$ cat src/rtl/display_scan_ctrl.sv
// display_scan_ctrl: time-multiplexes one hex-to-7-segment decoder across an
// 8-digit common-anode display. Holds an 8 x 4-bit digit register file,
// scans one digit per slot of REFRESH_DIV cycles and blanks all anodes for
// the first BLANK_CYCLES cycles of every slot to suppress ghosting.
//
// Optional feature macro: DISPLAY_BRIGHTNESS_EN (adds bright_i, which trims
// the lit part of each slot).
//
// Ports:
//   clk_i          system clock, rising edge
//   rst_i          synchronous active-high reset
//   wr_en_i        digit register write strobe
//   wr_addr_i[2:0] digit index written
//   wr_data_i[3:0] nibble written
//   digit_en_i[7:0] per-digit enable (0 keeps that anode off for its slot)
//   bright_i[2:0]  brightness level, sampled at slot start (macro only)
//   dig_bin_o[3:0] nibble of the current slot, to the decoder
//   an_o[7:0]      active-low anode drive, at most one bit low
//   cur_digit_o[2:0] index of the current slot
//   frame_tick_o   one-cycle pulse at the start of digit-0 slot after a wrap
module display_scan_ctrl #(
   parameter int unsigned REFRESH_DIV  = 100000,
   parameter int unsigned BLANK_CYCLES = 16,
   parameter int unsigned NUM_DIGITS   = 8
) (
   input  logic       clk_i,
   input  logic       rst_i,
   input  logic       wr_en_i,
   input  logic [2:0] wr_addr_i,
   input  logic [3:0] wr_data_i,
   input  logic [7:0] digit_en_i,
`ifdef DISPLAY_BRIGHTNESS_EN
   input  logic [2:0] bright_i,
`endif
   output logic [3:0] dig_bin_o,
   output logic [7:0] an_o,
   output logic [2:0] cur_digit_o,
   output logic       frame_tick_o
);

   localparam int unsigned CW      = $clog2(REFRESH_DIV);
   localparam int unsigned LW      = CW + 4;
   localparam int unsigned SHOW_LEN = REFRESH_DIV - BLANK_CYCLES;

   typedef enum logic {BLANK = 1'b0, SHOW = 1'b1} state_e;

   // cnt_q is the slot offset that the next clock edge will present
   logic [CW-1:0] cnt_q, cnt_d;
   state_e        state_q, state_d;
   logic [2:0]    cur_q, cur_d;
   logic          started_q, started_d;
   logic          en_q, en_d;
   logic [3:0]    dig_q, dig_d;
   logic [7:0]    an_q, an_d;
   logic          tick_q, tick_d;
   logic [3:0]    digit_q [NUM_DIGITS];

   logic [2:0]    next_idx;
   logic [CW-1:0] show_off;
   logic [LW-1:0] lit_len;

`ifdef DISPLAY_BRIGHTNESS_EN
   logic [2:0]    bright_q;
   logic [LW-1:0] lit_prod;

   // Brightness is reset-independent; latched at slot start
   always_ff @(posedge clk_i) begin
      if (cnt_q == '0) bright_q <= bright_i;
   end

   // Lit window = max(1, floor(S*(bright+1)/8))
   always_comb begin
      lit_prod = LW'(SHOW_LEN) * (LW'(bright_q) + LW'(1));
      lit_len  = lit_prod >> 3;
      if (lit_len == '0) lit_len = LW'(1);
   end
`else
   assign lit_len = LW'(SHOW_LEN);
`endif

   // Next-state and registered-output logic
   always_comb begin
      cnt_d     = (cnt_q == CW'(REFRESH_DIV - 1)) ? '0 : cnt_q + CW'(1);
      state_d   = state_q;
      cur_d     = cur_q;
      started_d = 1'b1;
      en_d      = en_q;
      dig_d     = dig_q;
      tick_d    = 1'b0;
      an_d      = 8'hFF;
      show_off  = cnt_q - CW'(BLANK_CYCLES);
      next_idx  = started_q ? cur_q + 3'd1 : 3'd0;

      // Slot start: advance digit and sample nibble/enable (pre-write contents)
      if (cnt_q == '0) begin
         cur_d  = next_idx;
         dig_d  = digit_q[next_idx];
         en_d   = digit_en_i[next_idx];
         tick_d = started_q && (cur_q == 3'd7);
      end

      case (state_q)
         BLANK:   if (cnt_q == CW'(BLANK_CYCLES)) state_d = SHOW;
         SHOW:    if (cnt_q == '0) state_d = BLANK;
         default: state_d = BLANK;
      endcase

      // en_q/cur_q are already valid here since SHOW never starts at offset 0
      if ((state_d == SHOW) && en_q && (LW'(show_off) < lit_len))
         an_d = ~(8'b1 << cur_q);
   end

   // State, output and digit register file
   always_ff @(posedge clk_i) begin
      if (rst_i) begin
         cnt_q     <= '0;
         state_q   <= BLANK;
         cur_q     <= 3'd0;
         started_q <= 1'b0;
         en_q      <= 1'b0;
         dig_q     <= 4'd0;
         an_q      <= 8'hFF;
         tick_q    <= 1'b0;
         for (int i = 0; i < int'(NUM_DIGITS); i++) digit_q[i] <= 4'd0;
      end else begin
         cnt_q     <= cnt_d;
         state_q   <= state_d;
         cur_q     <= cur_d;
         started_q <= started_d;
         en_q      <= en_d;
         dig_q     <= dig_d;
         an_q      <= an_d;
         tick_q    <= tick_d;
         if (wr_en_i) digit_q[wr_addr_i] <= wr_data_i;
      end
   end

   assign dig_bin_o    = dig_q;
   assign an_o         = an_q;
   assign cur_digit_o  = cur_q;
   assign frame_tick_o = tick_q;

endmodule

$ cat config.mk
export PLATFORM = sky130hd
export DESIGN_NAME = display_scan_ctrl
export DESIGN_NICKNAME = d
export VERILOG_FILES = /design/src/rtl/display_scan_ctrl.sv
export SDC_FILE = /design/constraint.sdc
export NUM_CORES = 1
export LEC_CHECK = 0
export CORE_MARGIN = 10
export CORE_UTILIZATION = 51
export DETAILED_ROUTE_END_ITERATION = 10
export PLACE_DENSITY = 0.78
export SYNTH_ARGS = -nofsm -noshare
export SYNTH_HDL_FRONTEND = slang
export SYNTH_SLANG_ARGS = --single-unit
export TNS_END_PERCENT = 20
$ cat constraint.sdc
create_clock -name clk_i -period 2.4 [get_ports clk_i]
set_input_delay 0.36 -clock clk_i [delete_from_list [all_inputs] [get_ports clk_i]]
set_output_delay 0.36 -clock clk_i [all_outputs]
set_load 0.03 [all_outputs]
==> results_dict.tcl <==
set metrics [dict create \
    critical_path_required_ps 2620 \
    worst_setup_path_end_kind "flip-flop" \
    cts_made_buffers 9 \
    path_buf_inv 0 \
    filler_cell_count 569 \
    grt_util_all_layers_pct 14.99 \
    place_hpwl_mm 5.629 \
    port_buffers 33 \
    finalNonFillerCells 479 \
    clkSinkCount 68 \
    synth_compound_area_share_pct 13.41 \
    gr-usage-met1_pct 17.46 \
    drc 0 \
    area_delta_synth_final_pct 20.30 \
    cts_buffer_depth 2 \
    yosys_register_bits 68 \
    wirelength_mm 7.556 \
    antenna_cells_inserted 0 \
    synth_edf_count 32 \
    fp.dieArea_um2 10510 \
    slew_headroom_pct 57.82 \
    startpoint_type "flip-flop" \
    initial_antenna_violation_count 0 \
    yosys.area_share.simple_pct 23.00 \
    critical_path.max_fanout 8 \
    layout-drive-gt1-share_pct 11.28 \
    crit-reg2reg-launch "cnt_q[2]" \
    crit_path_top_delay_cell "sky130_fd_sc_hd__nor4_4" \
    crit_arrival_ps 2310 \
    grt_first_pass_wirelength_mm 12.58 \
    synth_sequential_area_ratio_pct 48.45 \
    maxSlewViolCount 0 \
    timing.final.crit_share_pct 87.10 \
    synth.cells.most_frequent "37 x sky130_fd_sc_hd__nor2_1, 36 x sky130_fd_sc_hd__dfxtp_1, 32 x sky130_fd_sc_hd__and2_1, 32 x sky130_fd_sc_hd__edfxtp_1, 25 x sky130_fd_sc_hd__nand2_1" \
    setup.worst_path.start "cnt_q[2]" \
    htree_levels 3 \
    yosys.cell_count.top_type "sky130_fd_sc_hd__nor2_1" \
    grt_start_max_net_pins 24 \
    core_region_area_um2 6719 \
    netlist_area_um2 3471 \
    largest_family_of_logic_cells_by_synthesized_area "simple AND/OR/NAND/NOR gates" \
    cts_tree "built" \
    dr_total_vias 2753 \
    power.leakage_nw 1.497 \
    dr.first_iter.drc_count 154 \
    period_needed_ps 2090 \
    die_height_um 102.5 \
    synth_top_area_share_pct 27.69 \
    critPathTopFamily "simple AND/OR/NAND/NOR gates" \
    timing.critical_path.slowest_cell_delay_ps 480 \
    worst_ir_drop_vdd_v 0.0003519 \
    global_route.overflow_total 0 \
    drtAntennaViolNets 0 \
    post_cts_buffers 0 \
    p_per_area_nw_per_um2 645.5 \
    post_synth_inst_count 352 \
    wire_per_inst_um 15.77 \
    cts.clk_slew.worst_paths_ps 80 \
    initial_core_util_pct 51.66 \
    achievable-frequency_mhz 478.4 \
    min-delay-path-class "flip-flop to flip-flop" \
    die_x_um 102.5 \
    critical_path_type "flip-flop to flip-flop" \
    detail_route.vias_per_cell 5.747 \
    syn-num-nets 382 \
    synth_top_flop_cell "sky130_fd_sc_hd__dfxtp_1" \
    setup_tns_ps 0 \
    worstSkewPairLatency_ps 340 \
    gp_congestion 0.9079 \
    vias_in_the_first_global_route 2732 \
    rsz0062_at_grt "false" \
    ys_warn_count 0 \
    synth.mux.area_fraction_pct 3.389 \
    multiInputGateArea_um2 1654 \
    post_cts.resized_instances 0 \
    worstMarginPinSlew_ps 626.9 \
    yosys.area_share.adder_pct 4.326 \
    grtUsageMet2_pct 25.81 \
    ioPinCount 34 \
    synth-xor-area-share_pct 3.533 \
    maxCapViolCount 0 \
    clock-skew-final_ps 10.06 \
    critical_path.cell_chain "nor4_1 -> nand4_1 -> a2bb2oi_2 -> nor4_4 -> o211ai_1" \
    gr-usage-met3_pct 4.021 \
    status "finished, final reports clean" \
    synth.avg_cell_area_um2 9.860 \
    dp_cell_count 463 \
    hp-start "dig_bin_o[0]" \
    hold_viol_final 0 \
    cts_hold_repair.buffers 0 \
    clock_tree.root_cell "sky130_fd_sc_hd__clkbuf_8" \
    busiest_layer "met2" \
    final_nets 424 \
    placement_rows 30 \
    library_cells_used_by_synthesis 48 \
    setup-violations-final 0 \
    seqCellArea_um2 1683 \
    post-synth-top-area-cell "sky130_fd_sc_hd__edfxtp_1" \
    synthTopCellsByArea "sky130_fd_sc_hd__edfxtp_1 28%, sky130_fd_sc_hd__dfxtp_1 21%, sky130_fd_sc_hd__and2_1 5.8%, sky130_fd_sc_hd__ha_1 4.3%, sky130_fd_sc_hd__nor2_1 4.0%" \
    detail_route.first_pass.iterations 4 \
    async_reset_ff_share_pct 0 \
]
placed cells by master (no fill, tap or decap), types with 6 or more instances in the layout:
cell type                          n
sky130_fd_sc_hd__a21oi_1          15
sky130_fd_sc_hd__a22oi_1           6
sky130_fd_sc_hd__a31oi_1           7
sky130_fd_sc_hd__and2_1           32
sky130_fd_sc_hd__buf_4            16
sky130_fd_sc_hd__clkbuf_8          9
sky130_fd_sc_hd__clkdlybuf4s50_1  33
sky130_fd_sc_hd__dfxtp_1          35
sky130_fd_sc_hd__edfxtp_1         32
sky130_fd_sc_hd__ha_1             12
sky130_fd_sc_hd__inv_1            15
sky130_fd_sc_hd__nand2_1          25
sky130_fd_sc_hd__nand3_1          13
sky130_fd_sc_hd__nor2_1           37
sky130_fd_sc_hd__nor3_1            7
sky130_fd_sc_hd__o211ai_1          7
sky130_fd_sc_hd__o21ai_0           8
sky130_fd_sc_hd__o221ai_1          6
sky130_fd_sc_hd__xnor2_1           9
registers in the layout, indices dropped and copies added (netlist names):
register      count
an_o              8
cnt_q            17
cur_digit_o       3
dig_bin_o         4
digit_q          32
en_q              1
frame_tick_o      1
started_q         1
state_q           1
per-stage QoR:
step	hold WS, ps	area, um^2	worst slack (ps)	power [mW]	utilization [%]
after detailed placement	445.5	3944	118.5	1.624	58.70
after floorplan	440.7	3475	62.74	1.496	-
after global routing	479.5	4175	157.0	2.798	62.14
final	454.6	4175	309.6	2.695	62.14
after global placement	443.0	3944	156.5	1.619	58.70
after CTS	456.9	4175	292.6	2.710	62.14
area by class of cell:
class | count | share of cell area (%)
Timing Repair Buffer | 49 | 10.79
Tap cell | 80 | 2.397
Clock inverter | 7 | 2.577
Sequential cell | 68 | 40.31
Clock buffer | 9 | 2.967
Multi-Input combinational cell | 251 | 39.62
Inverter | 15 | 1.349
routing by layer:
metal	vias up	routed length, um
li1	1350	-
met1	1322	3334
met2	73	3747
met3	8	381
met4	0	93
met5	-	0
cells by family after synthesis:
logic type / after synthesis
DFF: 68
muxes: 11
xor gates and xnor gates: 14
AOI/OAI and AO/OA: 66
and+or+nand+nor: 148
adders and majority gates: 12
buffers and inverters: 33
report_power, final:
part	switching, mW	internal, mW	total, mW	leakage (nW)
clock	0.491	0.605	1.10	0.114
combinational	0.171	0.135	0.306	0.783
sequential	0.0292	1.26	1.29	0.599
worst paths after layout:
check,to,slack [ps],depth (start not counted)
hold reg to reg,dig_bin_o[0],450,2
setup / recovery,an_o[0],310,5
hold / removal,dig_bin_o[0],450,2
setup reg to reg,an_o[0],310,5
worst reg2reg max path: stages, from the launching register on:
cell and delay, ps:
sky130_fd_sc_hd__dfxtp_1 370, sky130_fd_sc_hd__nor4_1 460, sky130_fd_sc_hd__nand4_1 250, sky130_fd_sc_hd__a2bb2oi_2 250, sky130_fd_sc_hd__nor4_4 480, sky130_fd_sc_hd__o211ai_1 140
Power figures use the tool's default switching activity.
